### src/rtl/hazard_ctrl_if.sv
// hazard_ctrl_if: ID/EX hazard signal bundle.
// master = pipeline side, slave = hazard_ctrl.
interface hazard_ctrl_if;
  logic [4:0] id_ra;
  logic [4:0] id_rb;
  logic       id_uses_ra;
  logic       id_uses_rb;
  logic       id_mdstart;
  logic       id_isdiv;
  logic       id_readsHL;
  logic [4:0] ex_rw;
  logic       ex_regWr;
  logic [1:0] ex_memtoreg;
  logic       ex_branch_taken;
  logic       cp0_trap;
  logic       hazard;
  logic       BranchBubble;
  logic       pc_stall;
  logic       ifid_stall;
  logic       ifid_flush;
  logic [1:0] cp0bubble;
  logic       md_busy;
  logic       md_done;

  modport master (
    output id_ra, id_rb,
    output id_uses_ra, id_uses_rb,
    output id_mdstart, id_isdiv,
    output id_readsHL,
    output ex_rw, ex_regWr,
    output ex_memtoreg,
    output ex_branch_taken,
    output cp0_trap,
    input  hazard, BranchBubble,
    input  pc_stall, ifid_stall,
    input  ifid_flush, cp0bubble,
    input  md_busy, md_done
  );

  modport slave (
    input  id_ra, id_rb,
    input  id_uses_ra, id_uses_rb,
    input  id_mdstart, id_isdiv,
    input  id_readsHL,
    input  ex_rw, ex_regWr,
    input  ex_memtoreg,
    input  ex_branch_taken,
    input  cp0_trap,
    output hazard, BranchBubble,
    output pc_stall, ifid_stall,
    output ifid_flush, cp0bubble,
    output md_busy, md_done
  );
endinterface

### src/rtl/hazard_ctrl.sv
// hazard_ctrl: load-use / HI-LO stalls, branch
// flush, mult/div occupancy and CP0 flush phases.
module hazard_ctrl #(
  parameter int MULT_LAT = 4,
  parameter int DIV_LAT  = 32,
  parameter int CNT_W    = 6
) (
  input  logic         clk,
  input  logic         rst_n,
  hazard_ctrl_if.slave hc
);

  typedef enum logic {
    MD_IDLE = 1'b0,
    MD_BUSY = 1'b1
  } md_state_e;

  typedef enum logic [1:0] {
    CP_IDLE = 2'd0,
    CP_F1   = 2'd1,
    CP_F2   = 2'd2
  } cp_state_e;

  localparam logic [CNT_W-1:0] MUL_LOAD =
    CNT_W'(MULT_LAT - 1);
  localparam logic [CNT_W-1:0] DIV_LOAD =
    CNT_W'(DIV_LAT - 1);

  md_state_e        md_q, md_d;
  logic [CNT_W-1:0] cnt_q, cnt_d;
  cp_state_e        cp_q, cp_d;

  logic lu;
  logic hl;
  logic ra_hit;
  logic rb_hit;
  logic bb;
  logic haz;
  logic md_start;
  logic busy;
  logic cp_f1;

  // Raw hazard terms from ID decode and EX state.
  always_comb begin
    ra_hit = hc.id_uses_ra &&
             (hc.id_ra == hc.ex_rw);
    rb_hit = hc.id_uses_rb &&
             (hc.id_rb == hc.ex_rw);
    lu = hc.ex_regWr &&
         (hc.ex_memtoreg == 2'd1) &&
         (hc.ex_rw != 5'd0) &&
         (ra_hit || rb_hit);
    hl = busy &&
         (hc.id_readsHL || hc.id_mdstart);
    bb = hc.ex_branch_taken;
    // A taken branch discards the stalled
    // instruction, so it overrides the stall.
    haz = (lu || hl) && !bb;
    md_start = hc.id_mdstart && !haz && !bb;
  end

  // Pipeline control outputs.
  always_comb begin
    hc.hazard       = haz;
    hc.BranchBubble = bb;
    hc.pc_stall     = haz || cp_f1;
    hc.ifid_stall   = haz;
    hc.ifid_flush   = bb || cp_f1;
  end

  // Mult/div state and countdown register.
  always_ff @(posedge clk or negedge rst_n) begin
    if (!rst_n) begin
      md_q  <= MD_IDLE;
      cnt_q <= '0;
    end else begin
      md_q  <= md_d;
      cnt_q <= cnt_d;
    end
  end

  // Mult/div next state: load in IDLE,
  // count down in BUSY, leave at zero.
  always_comb begin
    md_d  = md_q;
    cnt_d = cnt_q;
    case (md_q)
      MD_IDLE: begin
        if (md_start) begin
          md_d  = MD_BUSY;
          cnt_d = hc.id_isdiv ? DIV_LOAD
                              : MUL_LOAD;
        end
      end
      MD_BUSY: begin
        if (cnt_q == '0) begin
          md_d = MD_IDLE;
        end else begin
          cnt_d = cnt_q - 1'b1;
        end
      end
      default: begin
        md_d  = MD_IDLE;
        cnt_d = '0;
      end
    endcase
  end

  // Mult/div status outputs.
  always_comb begin
    busy       = (md_q == MD_BUSY);
    hc.md_busy = busy;
    hc.md_done = busy && (cnt_q == '0);
  end

  // CP0 flush phase register.
  always_ff @(posedge clk or negedge rst_n) begin
    if (!rst_n) begin
      cp_q <= CP_IDLE;
    end else begin
      cp_q <= cp_d;
    end
  end

  // CP0 next state: a trap starts a fixed
  // two-phase flush; traps mid-flush are dropped.
  always_comb begin
    cp_d = CP_IDLE;
    case (cp_q)
      CP_IDLE: cp_d = hc.cp0_trap ? CP_F1
                                  : CP_IDLE;
      CP_F1:   cp_d = CP_F2;
      CP_F2:   cp_d = CP_IDLE;
      default: cp_d = CP_IDLE;
    endcase
  end

  // CP0 outputs come straight from the state
  // flops, so they settle well before negedge.
  always_comb begin
    cp_f1        = (cp_q == CP_F1);
    hc.cp0bubble = cp_q;
  end

endmodule

### src/flat_wrapper.sv
// flat-port wrapper written by rule: the top's interface ports become plain ports
module hazard_ctrl_flat 
#(
  parameter int MULT_LAT = 4,
  parameter int DIV_LAT  = 32,
  parameter int CNT_W    = 6
)
  (clk, rst_n, hc_id_ra, hc_id_rb, hc_id_uses_ra, hc_id_uses_rb, hc_id_mdstart, hc_id_isdiv, hc_id_readsHL, hc_ex_rw, hc_ex_regWr, hc_ex_memtoreg, hc_ex_branch_taken, hc_cp0_trap, hc_hazard, hc_BranchBubble, hc_pc_stall, hc_ifid_stall, hc_ifid_flush, hc_cp0bubble, hc_md_busy, hc_md_done);
  hazard_ctrl_if hc_i ();
  input  logic clk;
  input  logic rst_n;
  input wire logic [$bits(hc_i.id_ra)-1:0] hc_id_ra;
  input wire logic [$bits(hc_i.id_rb)-1:0] hc_id_rb;
  input wire logic [$bits(hc_i.id_uses_ra)-1:0] hc_id_uses_ra;
  input wire logic [$bits(hc_i.id_uses_rb)-1:0] hc_id_uses_rb;
  input wire logic [$bits(hc_i.id_mdstart)-1:0] hc_id_mdstart;
  input wire logic [$bits(hc_i.id_isdiv)-1:0] hc_id_isdiv;
  input wire logic [$bits(hc_i.id_readsHL)-1:0] hc_id_readsHL;
  input wire logic [$bits(hc_i.ex_rw)-1:0] hc_ex_rw;
  input wire logic [$bits(hc_i.ex_regWr)-1:0] hc_ex_regWr;
  input wire logic [$bits(hc_i.ex_memtoreg)-1:0] hc_ex_memtoreg;
  input wire logic [$bits(hc_i.ex_branch_taken)-1:0] hc_ex_branch_taken;
  input wire logic [$bits(hc_i.cp0_trap)-1:0] hc_cp0_trap;
  output wire logic [$bits(hc_i.hazard)-1:0] hc_hazard;
  output wire logic [$bits(hc_i.BranchBubble)-1:0] hc_BranchBubble;
  output wire logic [$bits(hc_i.pc_stall)-1:0] hc_pc_stall;
  output wire logic [$bits(hc_i.ifid_stall)-1:0] hc_ifid_stall;
  output wire logic [$bits(hc_i.ifid_flush)-1:0] hc_ifid_flush;
  output wire logic [$bits(hc_i.cp0bubble)-1:0] hc_cp0bubble;
  output wire logic [$bits(hc_i.md_busy)-1:0] hc_md_busy;
  output wire logic [$bits(hc_i.md_done)-1:0] hc_md_done;
  assign hc_i.id_ra = hc_id_ra;
  assign hc_i.id_rb = hc_id_rb;
  assign hc_i.id_uses_ra = hc_id_uses_ra;
  assign hc_i.id_uses_rb = hc_id_uses_rb;
  assign hc_i.id_mdstart = hc_id_mdstart;
  assign hc_i.id_isdiv = hc_id_isdiv;
  assign hc_i.id_readsHL = hc_id_readsHL;
  assign hc_i.ex_rw = hc_ex_rw;
  assign hc_i.ex_regWr = hc_ex_regWr;
  assign hc_i.ex_memtoreg = hc_ex_memtoreg;
  assign hc_i.ex_branch_taken = hc_ex_branch_taken;
  assign hc_i.cp0_trap = hc_cp0_trap;
  assign hc_hazard = hc_i.hazard;
  assign hc_BranchBubble = hc_i.BranchBubble;
  assign hc_pc_stall = hc_i.pc_stall;
  assign hc_ifid_stall = hc_i.ifid_stall;
  assign hc_ifid_flush = hc_i.ifid_flush;
  assign hc_cp0bubble = hc_i.cp0bubble;
  assign hc_md_busy = hc_i.md_busy;
  assign hc_md_done = hc_i.md_done;
  hazard_ctrl #(.MULT_LAT(MULT_LAT), .DIV_LAT(DIV_LAT), .CNT_W(CNT_W)) u_core (.clk(clk), .rst_n(rst_n), .hc(hc_i));
endmodule
### config.mk
export PLATFORM = sky130hd
export DESIGN_NAME = hazard_ctrl_flat
export DESIGN_NICKNAME = d
export VERILOG_FILES = /design/src/rtl/hazard_ctrl_if.sv /design/src/rtl/hazard_ctrl.sv /design/src/flat_wrapper.sv
export SDC_FILE = /design/constraint.sdc
export NUM_CORES = 1
export LEC_CHECK = 0
export CAP_MARGIN = 20
export CORE_MARGIN = 2
export CORE_UTILIZATION = 35
export CTS_CLUSTER_SIZE = 28
export DETAILED_ROUTE_END_ITERATION = 16
export HOLD_SLACK_MARGIN = 0.03
export PLACE_DENSITY_LB_ADDON = 0.3
export SLEW_MARGIN = 20
export SYNTH_ARGS = -nofsm -noshare
export SYNTH_HDL_FRONTEND = slang
export SYNTH_SLANG_ARGS = --single-unit
### constraint.sdc
create_clock -name clk -period 1.81 [get_ports clk]
set_clock_uncertainty 0.2 [all_clocks]
set_input_delay 0.2715 -clock clk [delete_from_list [all_inputs] [get_ports clk]]
set_output_delay 0.2715 -clock clk [all_outputs]
set_load 0.01 [all_outputs]
==> results_tabular.tex <==
\begin{tabular}{lr}
\hline
Metric & Value \\
\hline
\multicolumn{2}{l}{\textbf{Run status}} \\
Result of the run & finished, violations left \\
Violations in the final reports & negative setup slack \\
\multicolumn{2}{l}{\textbf{Critical path}} \\
Critical setup path kind & reg -> reg \\
Sequence of cells on the critical path & inv\_2 > ha\_4 > or3b\_4 > buf\_6 > o21ai\_4 > or3\_1 > a31oi\_1 > a221o\_1 \\
Kind of end point of the critical path & flop \\
Slowest library cell on the worst path & dfrtp\_1 \\
CP startpoint kind & flop \\
Data arrival time of the worst path & 1980 ps \\
Maximum net fanout on the critical path & 3 \\
Largest stage delay on the critical path & 390 ps \\
WP data required & between 1500 and 2000 ps \\
\multicolumn{2}{l}{\textbf{Global route}} \\
Total routing resource utilization after global routing & roughly a fifth \\
Largest net degree at the start of global routing & 10 \\
Number of antenna violations at the first check in global routing & 0 \\
Congestion Overflow GR & 0 \\
Via count of the first global-routing pass & slightly below 900 \\
Wire length of the first global-routing pass & 3650 um \\
\multicolumn{2}{l}{\textbf{Floorplanning}} \\
Die outline height & 48.8 um \\
Die footprint & 0.00238 sq mm \\
Placeable core region & between 0.0015 and 0.002 sq mm \\
Horiz. Die Dim & about 49 um \\
Initial cell density of the core & 36.6\% \\
Total I/O pin count & 36 \\
Standard-cell row count & 16 \\
\multicolumn{2}{l}{\textbf{Timing}} \\
Number of failing hold endpoints at the final stage & 0 \\
Slew at the pin with the worst max-slew slack & $\sim$440 ps \\
Final cycle utilization of the critical path & 112\% \\
Final Max Slew Viols & 0 \\
Worst Hold Slack & $\sim$110 ps \\
Post-layout min period & around 2000 ps \\
Final setup slack of the worst path & -223 ps \\
Peak clock frequency supported by timing & around 490 MHz \\
Setup repair after global routing missed its margin & yes \\
Rel. slew slack & between 70\% and 80\% \\
Number of setup violations in the final report & 6 \\
\multicolumn{2}{l}{\textbf{Routing}} \\
Via total after detailed routing & about 830 \\
Post-DR vias/cell & 4.96 \\
Routed length per instance & about 14 um \\
Starting DRC count in detailed routing & 7 \\
Total detailed-routing wirelength & about 2300 um \\
Antenna viol nets, final & 0 \\
Post-detailed-route DRC marker count & 0 \\
Number of iterations in the first detailed-routing pass & 4 \\
\multicolumn{2}{l}{\textbf{Logic synthesis}} \\
Number of synthesized register bits & 9 \\
Number of distinct library cells after synthesis & 33 \\
Cell area after synthesis & 703 sq um \\
Syn nets & roughly 110 \\
Dominant cells by area after synthesis & dfrtp\_1, xnor2\_1, a221o\_1 \\
Cell taking the most area after synthesis & dfrtp\_1 \\
EDFF count, synth & 0 \\
Yosys top cell area share & 32.0\% \\
Syn. warnings & 0 \\
Number of instances in the synthesized netlist & 80 \\
Part of the Yosys area used for sequential elements & $\sim$32\% \\
Count leader, synth & xnor2\_1 \\
Most instantiated cells after synthesis & xnor2\_1, dfrtp\_1, nand2\_1, nor2\_1, inv\_1 \\
Top\_reg\_cell synth & dfrtp\_1 \\
Mean post-synth cell area & a little under 9 sq um \\
Async set or reset register ratio after synthesis & 100\% \\
\multicolumn{2}{l}{\textbf{Hold path}} \\
Class of the tightest hold or removal check & in -> async \\
\multicolumn{2}{l}{\textbf{Clock network}} \\
CTS tree & done \\
Clock-pin transition on the worst setup and hold timing paths & roughly 60 ps \\
Number of buffers on the longest clock path & 2 \\
Number of H-tree levels & 1 \\
CTS sink cnt & 9 \\
Clock buffer count from CTS & 3 \\
Cts-stage hold buffer count & 0 \\
Clock insertion delay at the later pin of the skew report & roughly 260 ps \\
CTS Root Buffer Type & clkbuf\_4 \\
\multicolumn{2}{l}{\textbf{Place}} \\
Number of port buffers & 35 \\
Placement-stage cell area & around 0.0012 sq mm \\
Half-perimeter wire length after placement & $\sim$1700 um \\
Cells after DPL & roughly 160 \\
Placer congestion estimate & approximately 0.9 \\
\multicolumn{2}{l}{\textbf{Power and ir drop}} \\
Power per unit of standard cell area & about 1300 mW/mm\^{}2 \\
Peak supply drop & 0.845 mV \\
Lkg Pwr & between 0.6 and 0.7 nW \\
Total power draw & around 1.7 mW \\
\multicolumn{2}{l}{\textbf{Final layout}} \\
Post-route insts no fill & about 170 \\
Layout cells sized above 1 & 43.6\% \\
Final net count & $\sim$170 \\
Signed area change from the synthesized netlist to the final layout & 88.3\% \\
FILL cells & about 160 \\
Design Area, Final & 0.00132 sq mm \\
Antenna diodes & 0 \\
\multicolumn{2}{l}{\textbf{Run}} \\
Number of max-cap violations & 0 \\
\hline
\end{tabular}
sequential cells by signal (all words and copies together) (netlist names):
name	count
u_core.cnt_q	6
u_core.hc.cp0bubble	2
u_core.hc.md_busy	1
power breakdown:
part	internal, mW	switching [mW]	leakage [nW]	total [mW]
combinational	0.665	0.500	0.503	1.16
sequential	0.286	0.0549	0.110	0.341
clock	0.0852	0.0746	0.0150	0.160
total	1.04	0.629	0.628	1.67
repair_timing:
action	4_1_cts	5_1_grt
setup buffers	4	4
gates resized for setup	59	27
pin swaps	21	18
endpoints found under the setup margin	13	12
cells by family after synthesis:
logic type               count (synthesis)  share of synthesized area, %
buffers and inverters                    8                          5.51
XOR/XNOR                                11                          13.7
AND/OR/NAND/NOR                         31                          24.7
flip-flops                               9                          32.0
adder cells (fa/ha/maj)                  1                          1.78
AO/OA/AOI/OAI                           20                          22.2
layer usage:
metal / up-vias / global-route usage [%] / part of all wire (%)
met1: 385 / 18.3 / 36
met4: 0 / 3.81 / 1.0
li1: 408 / - / -
met2: 32 / 41.6 / 57
met5: - / 0 / 0
met3: 4 / 6.44 / 6.0
final timing paths:
path / start / end / slack [ps] / cells after the start
max reg2reg: u_core.cnt_q[1] / u_core.cnt_q[3] / -220 / 8
min reg2reg: u_core.hc.cp0bubble[0] / u_core.hc.cp0bubble[0] / 260 / 1
max in group asynchronous: rst_n / u_core.cnt_q[2] / 990 / 1
min in group clk: u_core.hc.cp0bubble[0] / u_core.hc.cp0bubble[0] / 260 / 1
max: u_core.cnt_q[1] / u_core.cnt_q[3] / -220 / 8
min: rst_n / u_core.hc.md_busy / 110 / 1
layout by cell type, fill, tap and decap left out, drive strengths merged, types with 2 or more instances in the layout:
cell type | synthesis | layout
nor3 | 2 | 2
dlymetal6s2s | 0 | 3
xnor2 | 11 | 11
clkdlybuf4s15 | 0 | 7
o22ai | 2 | 2
buf | 3 | 31
clkbuf | 0 | 8
a221o | 3 | 3
nor2 | 6 | 6
nand2b | 3 | 3
clkdlybuf4s50 | 0 | 8
nand2 | 6 | 6
a21oi | 3 | 3
nor2b | 2 | 2
o21ai | 5 | 5
dfrtp | 9 | 9
dlygate4sd2 | 0 | 6
nand4 | 2 | 2
inv | 5 | 5
nor3b | 2 | 2
cell type report:
class | count | area [sq um] | area share (%)
clock buffers | 4 | 26.3 | 1.98
well taps | 27 | 33.8 | 2.55
repair buffers | 59 | 490 | 37.1
flip-flops and latches | 9 | 225 | 17.0
inverters | 5 | 18.8 | 1.42
multi-input cells | 63 | 529 | 40.0
through the flow:
stage | TNS (ps) | setup slack (ps) | utilization [%]
after detailed placement | -5840 | -755 | 62.8
after CTS | -994 | -210 | 66.3
after global placement | -5380 | -733 | 62.8
after global routing | -1330 | -278 | 68.9
final | -952 | -223 | 68.9
after floorplan | -141 | -111 | -
critical path, delay by kind of cell (launching register included):
family | cells | cell delay (ps)
AOI/OAI and AO/OA | 3 | 470
adders and majority gates | 1 | 130
buffers and inverters | 2 | 220
DFF | 1 | 390
and+or+nand+nor | 2 | 510
Power figures use the tool's default switching activity.
